<file path="src/rtl/coco_timer_mc.sv">
// Multi-channel down-counter timer with one-shot/auto-reload modes.
// Per-channel CTRL/PRESET/COUNT/STATUS, combined registered irq.
module coco_timer_mc #(
    parameter int N_CH  = 4,
    parameter int CNT_W = 32,
    parameter int CH_W  = 2
) (
    input  logic            clk_i,
    input  logic            rst_i,
    input  logic [CH_W+1:0] add_i,
    input  logic            we_i,
    input  logic [31:0]     dat_i,
    output logic [31:0]     dat_o,
    output logic            irq
);

    localparam logic [1:0] REG_CTRL   = 2'd0;
    localparam logic [1:0] REG_PRESET = 2'd1;
    localparam logic [1:0] REG_COUNT  = 2'd2;
    localparam logic [1:0] REG_STATUS = 2'd3;

    logic [N_CH-1:0]  r_en;
    logic [N_CH-1:0]  r_im;
    logic [N_CH-1:0]  r_pend;
    logic [1:0]       r_mode   [N_CH];
    logic [CNT_W-1:0] r_preset [N_CH];
    logic [CNT_W-1:0] r_count  [N_CH];
    logic             r_irq;

    logic [CH_W-1:0]  w_ch;
    logic [1:0]       w_reg;
    logic [CNT_W-1:0] w_d;
    logic             w_frz;
    logic [N_CH-1:0]  w_hit;
    logic [N_CH-1:0]  w_tick;
    logic             w_unused;

    assign w_ch     = add_i[CH_W+1:2];
    assign w_reg    = add_i[1:0];
    assign w_d      = dat_i[CNT_W-1:0];
    assign w_unused = ^dat_i;
    assign irq      = r_irq;

    // Counter-affecting writes, and EN=0 writes, suppress counting this cycle
    assign w_frz = (w_reg == REG_PRESET) || (w_reg == REG_COUNT) ||
                   ((w_reg == REG_CTRL) && !dat_i[0]);

    always_comb begin
        w_hit  = '0;
        w_tick = '0;
        for (int i = 0; i < N_CH; i++) begin
            w_hit[i]  = we_i && (w_ch == CH_W'(i));
            w_tick[i] = r_en[i] && !(w_hit[i] && w_frz);
        end
    end

    always_comb begin
        dat_o = '0;
        for (int i = 0; i < N_CH; i++) begin
            if (w_ch == CH_W'(i)) begin
                case (w_reg)
                    REG_CTRL:   dat_o = {28'd0, r_im[i], r_mode[i], r_en[i]};
                    REG_PRESET: dat_o = 32'(r_preset[i]);
                    REG_COUNT:  dat_o = 32'(r_count[i]);
                    default:    dat_o = {31'd0, r_pend[i]};
                endcase
            end
        end
    end

    always_ff @(posedge clk_i or posedge rst_i) begin
        if (rst_i) begin
            r_en   <= '0;
            r_im   <= '0;
            r_pend <= '0;
            r_irq  <= 1'b0;
            for (int i = 0; i < N_CH; i++) begin
                r_mode[i]   <= '0;
                r_preset[i] <= '0;
                r_count[i]  <= '0;
            end
        end else begin
            r_irq <= |(r_pend & r_im);
            for (int i = 0; i < N_CH; i++) begin
                if (w_hit[i]) begin
                    unique case (w_reg)
                        REG_CTRL: begin
                            r_en[i]   <= dat_i[0];
                            r_mode[i] <= dat_i[2:1];
                            r_im[i]   <= dat_i[3];
                        end
                        REG_PRESET: begin
                            r_preset[i] <= w_d;
                            r_count[i]  <= w_d;
                            r_pend[i]   <= 1'b0;
                        end
                        REG_COUNT: r_count[i] <= w_d;
                        REG_STATUS: begin
                            if (dat_i[0]) r_pend[i] <= 1'b0;
                        end
                    endcase
                end
                // Terminal event overrides a same-cycle W1C
                if (w_tick[i]) begin
                    if (r_count[i] > CNT_W'(1)) begin
                        r_count[i] <= r_count[i] - CNT_W'(1);
                    end else if (r_count[i] == CNT_W'(1)) begin
                        r_pend[i] <= 1'b1;
                        if (r_mode[i] == 2'b01) begin
                            r_count[i] <= r_preset[i];
                        end else begin
                            r_count[i] <= '0;
                            r_en[i]    <= 1'b0;
                        end
                    end
                end
            end
        end
    end

endmodule

</file>
<file path="config.mk">
export PLATFORM = sky130hd
export DESIGN_NAME = coco_timer_mc
export DESIGN_NICKNAME = d
export VERILOG_FILES = /design/src/rtl/coco_timer_mc.sv
export SDC_FILE = /design/constraint.sdc
export NUM_CORES = 1
export LEC_CHECK = 0
export BUFFER_PORTS_ARGS = -buffer_cell sky130_fd_sc_hd__clkbuf_2
export CORE_MARGIN = 2
export CORE_UTILIZATION = 55
export DETAILED_ROUTE_END_ITERATION = 16
export GPL_TIMING_DRIVEN = 0
export PLACE_DENSITY = 0.72
export SYNTH_ARGS = -nofsm -noshare
export SYNTH_HDL_FRONTEND = slang
export SYNTH_SLANG_ARGS = --single-unit
</file>
<file path="constraint.sdc">
create_clock -name clk_i -period 11.8 [get_ports clk_i]
set_clock_uncertainty 0.15 [all_clocks]
set_input_delay 1.18 -clock clk_i [delete_from_list [all_inputs] [get_ports clk_i]]
set_output_delay 1.18 -clock clk_i [all_outputs]
set_load 0.05 [all_outputs]
</file>
# Yosys cells after proc, flatten, opt, wreduce, memory -nomap -nowiden

Index checks and enable logic that the tools add are counted.

Logic and storage cells: 154
Latch bits: 0
Memories kept: 0
Flip-flop bits (word level): 277
Input port bits: 39
Bits in writable memories: 0
Memory bits (read-only): 0
Output and inout bits: 33

Reductions and logical operators: 32
Multiplexer cells: 80
Eq/ne operators: 14
Shifts and indexed selects: 0
Div/mod/pow operators: 0
Bitwise operators: 1
Add/sub/neg operators: 4
$lt $le $gt $ge: 4
Multipliers: 0

Operator list:

| operator                                                                          | number |
|---|---|
| 32-bit 2-to-1 mux                                                                 | 28 |
| 32-bit case mux with 3 select lines                                               | 4 |
| 32-bit by 1-bit == test with 1-bit output (second input constant)                 | 4 |
| 32-bit by 1-bit greater-than comparator with 1-bit output (second input constant) | 4 |
| 32-bit by 1-bit subtractor with 32-bit output (second input constant)             | 4 |
| 1-bit 2-to-1 mux                                                                  | 44 |
| 2-bit AND reduction                                                               | 8 |
| 1-bit logical AND                                                                 | 13 |
| 2-bit by 1-bit == test with 1-bit output (second input constant)                  | 6 |
| 2-bit == test (second input constant)                                             | 4 |
| 1-bit case mux with 2 select lines                                                | 4 |
| 1-bit zero test                                                                   | 5 |
| 4-bit bitwise AND                                                                 | 1 |
| 2-bit zero test                                                                   | 2 |
| 4-bit OR reduction                                                                | 1 |
| 1-bit logical OR                                                                  | 2 |
| 2-bit OR reduction                                                                | 1 |

# Depth between registers and ports, before layout

Gate-level depths: netlist of run 1.

Depth in word-level cells: 7
Depth in mapped cells: 10
Depth with buffers taken out: 8

# Least setup slack after synthesis of run 1

OpenSTA, ideal clock, no wires.

Kind: input-to-output
Start point: input port add_i[1]
End point: output port dat_o[3]
Required time: 10.470 ns
Stages: 7
Setup slack: 5.797 ns
Path buffers: 3
Data arrival time: 4.673 ns
Path through: inv_1 -> ha_1 -> clkbuf_1 -> clkbuf_1 -> clkbuf_1 -> a22oi_1 -> a2111oi_0

Longest elaborated chain between the ends: 6
Elaborated cells on any way between the ends: 11
Those cells by class: 2 x eq/ne; 8 x mux; 1 x reduce/logical

RTL lines:

| item                                  | line | source |
|---|---|---|
| from (decl)                           | 10   | `input logic [CH_W+1:0] add_i,` |
| 2-bit == test (tied with other cells) | 61   | `case (w_reg)` |
| 32-bit case mux with 3 select lines   | 61   |  |
| 32-bit 2-to-1 mux (3 in a row)        | 60   | `if (w_ch == CH_W'(i)) begin` |
| 32-bit 2-to-1 mux *                   | 60   |  |
| to (decl)                             | 13   | `output logic [31:0] dat_o,` |

Mark *: on every way between the ends. The rest lies on a longest branch, timed or not.

# Worst setup path after layout of run 1

Start point: input port add_i[1]
End point: output port dat_o[18]

Same word-level chain as after synthesis.

==> results of run 1 <==
sequential cells by signal, indices dropped and copies added (netlist names):
register / count
r_en: 4
r_im: 4
irq: 1
r_count: 128
r_preset: 128
r_mode: 8
r_pend: 4
Yosys cell counts (all sizes together), types with 12 or more instances:
cell type	count	area, um^2
a21o	21	158
nor3	60	310
or4	18	154
a21oi	159	796
or3	13	81.3
mux2i	46	460
nand2	182	683
a22oi	70	526
o22ai	23	144
ha	12	150
a211oi	49	368
nor2	154	581
a211o	26	228
o21ai	30	150
mux2	143	1610
inv	15	56.3
a221o	45	450
nor4	40	256
xnor2	39	342
dfrtp	277	6930
clkbuf	121	454
buf	25	104
and2	13	81.3
nand3	31	155
xor2	57	499
a221oi	66	578
metal layers:
layer  part of all wire, %  routed length (um)  vias up  global-route usage [%]
met2                    42               29700     1184                    61.1
met1                    38               27400     8349                    56.9
met3                    12                8750      258                    12.4
met5                 0.025                  18        -                       0
met4                   7.7                5480        2                    27.3
li1                      -                   -     7176                       -
critical path: stages:
cell	delay [ns]
clkbuf_2	0.13
inv_1	0.09
ha_1	0.14
clkbuf_1	0.37
clkbuf_1	0.62
buf_1	0.66
a22oi_1	0.26
a211oi_1	1.04
a21oi_1	0.15
nor2_1	0.14
clkbuf_2	0.29
worst max-delay path by stage:
stage	startpoint	end	slack, ns
floorplan	rst_i	irq	2.83
global placement	rst_i	r_count[23]	-0.47
detailed placement	add_i[1]	dat_o[17]	5.80
CTS	add_i[1]	dat_o[17]	5.79
global route	add_i[1]	dat_o[18]	5.44
finish	add_i[1]	dat_o[18]	5.38
final cells by class:
| type | instances | area share, % |
|---|---|---|
| buffer | 146 | 2.91 |
| multi-input combinational | 1410 | 50.4 |
| clock inverter | 4 | 0.235 |
| timing repair buffer | 72 | 2.11 |
| tap | 396 | 2.58 |
| antenna | 3 | 0.0392 |
| inverter | 15 | 0.333 |
| sequential | 277 | 36.2 |
| clock buffer | 48 | 5.25 |
metrics by stage:
step	worst slack, ns	setup TNS (ns)
6_report	5.38	0
4_1_cts	5.79	0
2_1_floorplan	2.83	0
5_1_grt	5.44	0
3_5_place_dp	5.80	0
3_3_place_gp	-0.474	-118.44
power by group through the flow:
stage | logic, W | clock network (W) | registers [W]
after floorplan | 0.00117 | 0 | 0.00153
after global placement | 0.00149 | 0 | 0.00163
after detailed placement | 0.00154 | 0 | 0.00164
after CTS | 0.00155 | 0.00103 | 0.00163
after global routing | 0.00171 | 0.00106 | 0.00169
final | 0.00159 | 0.00103 | 0.00165
logic make-up after synthesis:
group	share of synthesized area, %
xor gates and xnor gates	4.89
buffers and inverters	3.57
muxes	12.3
and+or+nand+nor	15.7
adders and majority gates	0.873
DFF	40.3
AOI/OAI and AO/OA	22.3
==> run summary, run 1 <==
status: completed
area grow syn2layout: 11.4%
Slew HR: 17.5%
Pleak: 8.11 nW
maxcap violations: 0
Initial Utilization: 56.1%
Crit Path Category: input pin to primary output
DIE AREA: 32,700 um^2
hold path depth: 1
GP Congestion: 1.15
Nets: 2,007
share of cells above drive strength 1: 14.6%
CP Capture Type: primary output
type of the most critical hold path: flip-flop to flip-flop
commonest non-fill, non-tap cells in the layout: dfrtp_1 (277), nand2_1 (182), a21oi_1 (159), nor2_1 (153), mux2_2 (143)
final worst-path cycle share: 54.4%
Arrival @ worst endpoint: 5.09 ns
global-route wire length before repair: 104 mm
clock net sink count: 277
Final Max Slew Viols: 0
vias in the first global route: 15,800
placed cells: 2,316
CTS tree: built
switching part of the total: 41.1%
Port Buffers: 70
Tot Pwr: 0.00427 W
Seq pwr share: 38.7%
pwr/cell area: 223 nW/um^2
reg-to-reg startpoint: r_count[48]
reg-to-reg endpoint: r_count[60]
Clk Latency, worst-skew pair: 0.54 ns
smallest hold slack: 0.354 ns
Synth Instances: 1,848
most common cell after layout, fill and taps aside: dfrtp_1
FMAX: 156 MHz
Comb pwr share: 37.1%
clock buffer depth: 3
final hold vios: 0
WHS Endpoint: r_count[1]
DRT Wirelength: 71.3 mm
initial antenna violation count: 3
IO Count: 72
share of flip-flops with an asynchronous set or reset: 100%
Starting DRT DRC Count: 2,680
Crit path required time: 10.47 ns
Post-Syn Area: 17,200 um^2
Clock transition at path regs: 0.05 ns
net switching power: 0.00175 W
Seq/Total Area, Yosys: 40.3%
RSZ-0062 raised after global routing: no
Die Height: 181 um
clk root buf: clkbuf_16
FP Rows: 64
Clock Power Share: 24.2%
DRC: 0
via count: 17,000
per-cell routed wire length: 30.1 um
Post-DRT Antenna Nets: 0
# fillers: 2,687
Pre-antenna DRT Iters: 6
hold path startpoint: r_preset[1]
gr usage total: 42.8%
post-CTS setup repair buffer count: 0
cells on worst reg2reg path: 8
largest net degree at the start of global routing: 105
number of vias per cell: 7.16
post-detail-place hpwl: 51.0 mm
Synth Flop Type: dfrtp_1
post-synth net total: 1,899
cts repair resizes: 0
Setup Viol. Count Final: 0
CTS Buf Count: 34
hold buffer count at CTS: 0
post-route cell area: 19,200 um^2
Core Region: 30,700 um^2
YS warnings: 0
die width: 181 um
GRT Residual Overflow: 0
fin crit period: 6.42 ns
number of flops mapped to enable cells by yosys: 0
worst-margin pin slew: 1.24 ns
Crit Path Max Fanout: 10
CTS H-tree lvls: 2
r2r setup slk: 7.97 ns
DP Area: 18,100 um^2
register area: 6930 um^2
element type at the critical path start: input pin
cell-internal power: 0.00252 W
area of the multi-input gates: 9660 um^2
final core occ: 62.5%
flops & latches, synth: 277
Final Non-Filler Cells: 2,371
Yosys cell types: 63
Synth Area per Inst: 9.31 um^2
VDD IR max: 0.000156 V
(Power assumes the default switching activity.)
==> run 2, diff against run 1 <==
==> constraint.sdc (replaced) <==
create_clock -name clk_i -period 6.55 [get_ports clk_i]
set_clock_uncertainty 0.15 [all_clocks]
set_input_delay 0.655 -clock clk_i [delete_from_list [all_inputs] [get_ports clk_i]]
set_output_delay 0.655 -clock clk_i [all_outputs]
set_load 0.05 [all_outputs]
==> run summary, run 2 (synthesis results as in run 1) <==
post-detail-place hpwl: 52.1 mm (+2.3%)
r2r setup slk: 2.71 ns (-5.26 ns)
fin crit period: 5.45 ns
FMAX: 184 MHz
FP Rows: 64 (unchanged)
DIE AREA: 32,700 um^2 (unchanged)
Top Registers: r_count (128), r_preset (128), r_mode (8)
Initial Utilization: 56.1% (unchanged)
status: completed
VDD IR max: 0.000282 V (+81%)
critical-path cell list: clkbuf_2 -> inv_1 -> ha_1 -> clkbuf_1 -> clkbuf_1 -> buf_1 -> a22oi_1 -> a211oi_1 -> a21oi_1 -> nor2_1 -> clkbuf_2
global-route wire length before repair: 106 mm (+2.0%)
Crit Path Category: input pin to primary output
pwr/cell area: 399 nW/um^2 (+79%)
most common cell after layout, fill and taps aside: dfrtp_1
Crit Path Max Fanout: 10 (unchanged)
cts repair resizes: 0 (unchanged)
Clk Latency, worst-skew pair: 0.54 ns (about the same)
share of cells above drive strength 1: 15.0% (+0.47 points)
GP Congestion: 1.11 (-3.7%)
element type at the critical path start: input pin
GRT Residual Overflow: 0 (unchanged)
Slew HR: 19.4% (+1.9 points)
Nets: 2,012 (+0.25%)
Setup Viol. Count Final: 0 (unchanged)
area grow syn2layout: 12.1%
routed wl met3: 8.45 mm (-3.5%)
number of vias per cell: 7.06 (-1.3%)
Bufs and invs on worst path: 6 (unchanged)
clock net sink count: 277 (unchanged)
final worst slack: 1.10 ns (-4.28 ns)
commonest non-fill, non-tap cells in the layout: dfrtp_1 (277), nand2_1 (182), a21oi_1 (159), nor2_1 (153), mux2_2 (143)
CTS Buf Count: 34 (unchanged)
Post-Place Worst Slack: 1.57 ns (-4.23 ns)
met2 WL post-DR: 30.4 mm (+2.4%)
Final Max Slew Viols: 0 (unchanged)
CTS H-tree lvls: 2 (unchanged)
CTS tree: built
Tot Pwr: 0.00770 W (+80%)
Worst path top cell family by delay: buffers and inverters
per-cell routed wire length: 30.3 um (+0.81%)
Critical-path top delay cell: a211oi_1
Arrival @ worst endpoint: 4.64 ns (-0.45 ns)
M1 WL: 28.1 mm (+2.5%)
gr usage total: 43.8% (+1.0 points)
clock buffer depth: 3 (unchanged)
CP Capture Type: primary output
final core occ: 62.9% (+0.34 points)
Die Height: 181 um (unchanged)
RSZ-0062 raised after global routing: no
Core Region: 30,700 um^2 (unchanged)
clk root buf: clkbuf_16
largest net degree at the start of global routing: 42 (-60%)
Crit path required time: 5.74 ns (-4.73 ns)
DRT Wirelength: 72.3 mm (+1.4%)
die width: 181 um (unchanged)
IO Count: 72 (unchanged)
smallest hold slack: 0.0996 ns (-0.255 ns)
final worst-path cycle share: 83.2%
# fillers: 2,640 (-1.7%)
final hold vios: 0 (unchanged)
DRC: 0 (unchanged)
maxcap violations: 0 (unchanged)
Post-DRT Antenna Nets: 0 (unchanged)
worst-margin pin slew: 1.18 ns (-0.0593 ns)
vias in the first global route: 15,900 (+0.43%)
Pleak: 8.16 nW (+0.62%)
Pre-antenna DRT Iters: 5 (-1)
post-CTS setup repair buffer count: 0 (unchanged)
setup tns final: 0 ns (unchanged)
hold buffer count at CTS: 0 (unchanged)
Clock transition at path regs: 0.06 ns (about the same)
type of the most critical hold path: input pin to asynchronous set/reset pin
max layer used: met5
initial antenna violation count: 5 (+2)
via count: 16,800 (-0.75%)
Starting DRT DRC Count: 2,402 (-10%)
CP max stage delay: 1.03 ns (about the same)
Port Buffers: 70 (unchanged)
==> run 2: changes by cell type in the layout (fill, tap and decap cells not counted) <==
cell / previous run / this run
clkinvlp_4: 0 / 1
clkbuf_8: 4 / 9
buf_16: 2 / 0
inv_6: 0 / 1
diode_2: 3 / 5
clkbuf_16: 37 / 35
bufinv_16: 1 / 0
buf_12: 0 / 7
clkinv_2: 3 / 5
==> run 2: path summary, 6_finish.rpt <==
path	from	cells past startpoint	end
setup / recovery	add_i[1]	11	dat_o[17]
hold / removal	rst_i	2	r_preset[83]
setup reg to reg	r_count[48]	8	r_count[60]
hold reg to reg	r_preset[12]	1	r_count[12]
max in group asynchronous	rst_i	5	r_preset[109]
min in group clk_i	r_preset[12]	1	r_count[12]
==> run 2: per-stage QoR <==
stage | instance area, um^2 | instances
6_report | 19300 | 2384
5_1_grt | 19300 | 2379
4_1_cts | 19300 | 2379
3_5_place_dp | 18200 | 2321
3_3_place_gp | 18100 | 2314
2_1_floorplan | 17200 | 1848
==> run 2: power by group <==
group,switching (W),total (W),internal [W],leakage (nW)
combinational,0.00169,0.00286,0.00117,4.22
clock,0.000777,0.00186,0.00108,0.534
sequential,0.000711,0.00298,0.00226,3.41
total,0.00318,0.00770,0.00452,8.16
==> run 2: metal layers <==
| metal | GRT usage [%] | up-vias |
|---|---|---|
| met1 | 57.7 | 8306 |
| met2 | 63.1 | 1064 |
| li1 | - | 7214 |
| met3 | 13.5 | 253 |
| met4 | 26.9 | 4 |
| met5 | 0 | - |
==> run 2: final cells by class <==
class                      instances  area [um^2]  area share (%)
multi-input combinational       1410         9660            50.1
sequential                       277         6930            36.0
clock buffer                      51         1030            5.32
buffer                           146          558            2.89
tap                              396          495            2.57
timing repair buffer              77          490            2.54
inverter                          15         60.1           0.312
clock inverter                     7         45.0           0.234
antenna                            5         12.5          0.0649
==> run 3, diff against run 2 <==
--- a/config.mk
+++ b/config.mk
@@ -10,7 +10,7 @@
 export CORE_UTILIZATION = 55
 export DETAILED_ROUTE_END_ITERATION = 16
 export GPL_TIMING_DRIVEN = 0
-export PLACE_DENSITY = 0.72
+export PLACE_DENSITY = 0.75
 export SYNTH_ARGS = -nofsm -noshare
 export SYNTH_HDL_FRONTEND = slang
 export SYNTH_SLANG_ARGS = --single-unit
==> constraint.sdc (replaced) <==
create_clock -name clk_i -period 4.65 [get_ports clk_i]
set_clock_uncertainty 0.15 [all_clocks]
set_input_delay 0.465 -clock clk_i [delete_from_list [all_inputs] [get_ports clk_i]]
set_output_delay 0.465 -clock clk_i [all_outputs]
set_load 0.05 [all_outputs]
==> run summary, run 3 (synthesis results as in run 1) <==
critical-path cell list: clkbuf_2 -> inv_1 -> ha_1 -> clkbuf_1 -> clkbuf_1 -> clkbuf_1 -> a22oi_1 -> a2111oi_0 -> clkbuf_2
Pleak: 8.19 nW (+0.37%)
Setup Viol. Count Final: 1 (+1)
largest net degree at the start of global routing: 43 (+2.4%)
Final Non-Filler Cells: 2,383 (-0.042%)
FMAX: 210 MHz
DRC: 0 (unchanged)
type of the most critical hold path: input pin to flip-flop
IO Count: 72 (unchanged)
CP max stage delay: 0.99 ns (-0.04 ns)
Clk Latency, worst-skew pair: 0.59 ns (+0.05 ns)
final worst slack: -0.119 ns (-1.22 ns)
number of vias per cell: 7.09 (+0.37%)
CP Capture Type: primary output
failing checks: setup timing
placed cells: 2,322 (+0.043%)
clock net sink count: 277 (unchanged)
final core occ: 63.1% (+0.27 points)
RSZ-0062 raised after global routing: no
Critical-path top delay cell: a2111oi_0
Crit path required time: 4.03 ns (-1.71 ns)
CTS Buf Count: 31 (-8.8%)
Post-Place Worst Slack: 0.0480 ns (-1.52 ns)
Crit Path Max Fanout: 10 (unchanged)
r2r setup slk: 0.70 ns (-2.01 ns)
gr usage total: 43.2% (-0.66 points)
DRT Wirelength: 71.7 mm (-0.85%)
clock buffer depth: 3 (unchanged)
DIE AREA: 32,700 um^2 (unchanged)
CTS tree: built
final hold vios: 0 (unchanged)
Clock transition at path regs: 0.06 ns (about the same)
die width: 181 um (unchanged)
element type at the critical path start: input pin
per-cell routed wire length: 30.1 um (-0.80%)
share of cells above drive strength 1: 15.5% (+0.45 points)
global-route wire length before repair: 105 mm (-0.75%)
Arrival @ worst endpoint: 4.15 ns (-0.49 ns)
commonest non-fill, non-tap cells in the layout: dfrtp_1 (277), nand2_1 (182), a21oi_1 (159), nor2_1 (153), mux2_2 (143)
Crit Path Category: input pin to primary output
Final Max Slew Viols: 0 (unchanged)
Post-DRT Antenna Nets: 0 (unchanged)
Worst path top cell family by delay: buffers and inverters
post-route cell area: 19,400 um^2 (+0.43%)
setup tns final: -0.119 ns (-0.119 ns)
DP Area: 18,200 um^2 (+0.11%)
status: complete, but fails checks
maxcap violations: 0 (unchanged)
Starting DRT DRC Count: 2,631 (+9.5%)
Core Region: 30,700 um^2 (unchanged)
clk root buf: clkbuf_16
Port Buffers: 70 (unchanged)
Bufs and invs on worst path: 6 (unchanged)
CTS H-tree lvls: 1 (-1)
via count: 16,900 (+0.33%)
VDD IR max: 0.000345 V (+23%)
Pre-antenna DRT Iters: 8 (+3)
pwr/cell area: 562 nW/um^2 (+41%)
post-detail-place hpwl: 51.7 mm (-0.93%)
most frequent CP cell: clkbuf_1
area grow syn2layout: 12.5%
FP Rows: 64 (unchanged)
initial antenna violation count: 4 (-1)
# fillers: 2,596 (-1.7%)
vias in the first global route: 15,900 (+0.19%)
final worst-path cycle share: 103%
Die Height: 181 um (unchanged)
worst-margin pin slew: 1.21 ns (+0.0281 ns)
GRT Residual Overflow: 0 (unchanged)
Top Registers: r_count (128), r_preset (128), r_mode (8)
Initial Utilization: 56.1% (unchanged)
fin crit period: 4.77 ns
Slew HR: 19.6% (+0.16 points)
GP Congestion: 1.12 (+0.67%)
most common cell after layout, fill and taps aside: dfrtp_1
Nets: 2,011 (-0.050%)
==> run 3: cell count changes in the layout (fill, tap and decap cells not counted), sizes merged <==
cell / before / now
diode: 5 / 4
dlygate4sd3: 0 / 1
bufinv: 0 / 4
clkbuf: 242 / 239
clkinv: 5 / 3
==> run 3: final cells by class <==
class	count	area, um^2	area share [%]
Antenna cell	4	10.0	0.0517
Sequential cell	277	6930	35.8
Inverter	15	60.1	0.310
Clock buffer	47	936	4.83
Buffer	146	561	2.90
Tap cell	396	495	2.56
Timing Repair Buffer	79	520	2.69
Clock inverter	9	153	0.788
Multi-Input combinational cell	1410	9690	50.1
==> run 3: per-stage QoR <==
stage,hold slack [ns],total power (W)
after floorplan,0.316,0.00684
after global placement,0.328,0.00792
after detailed placement,0.255,0.00808
after CTS,0.165,0.0107
after global routing,0.212,0.0114
final,0.182,0.0109
==> run 3: worst paths after layout <==
kind | start | end | cells after the start
worst min register to register | r_preset[11] | r_count[11] | 1
worst max-delay path | add_i[1] | dat_o[3] | 9
min in group asynchronous | rst_i | r_preset[81] | 3
worst max register to register | r_count[48] | r_count[59] | 8
worst min-delay path | dat_i[3] | r_count[99] | 4
max in group asynchronous | rst_i | r_preset[105] | 7
==> run 3: routing by layer <==
layer	vias to the layer above	share of wire (%)	wire [um]	GRT usage, %
met1	8286	39	27700	57.9
met2	1152	42	29800	61.5
met5	-	0.19	134	0
met3	255	12	8360	12.3
li1	7200	-	-	-
met4	4	7.8	5610	26.9
==> run 3: report_power, final <==
part           switching, W  internal, W  total (W)
Combinational       0.00240      0.00166    0.00406
Sequential         0.000986      0.00319    0.00418
Clock               0.00105      0.00160    0.00265
Total               0.00443      0.00645     0.0109
==> run 3: worst min-delay path, stage by stage <==
cell and delay (ns):
clkbuf_2 0.14, nand2_1 0.06, a21oi_1 0.12, a221o_1 0.11
==> run 3: repair_timing <==
action	in CTS	in global routing
buffers inserted	0	0
endpoints found under the setup margin	0	9
resized for setup	0	10
endpoints found under the hold margin	79	0
hold buffers	1	0
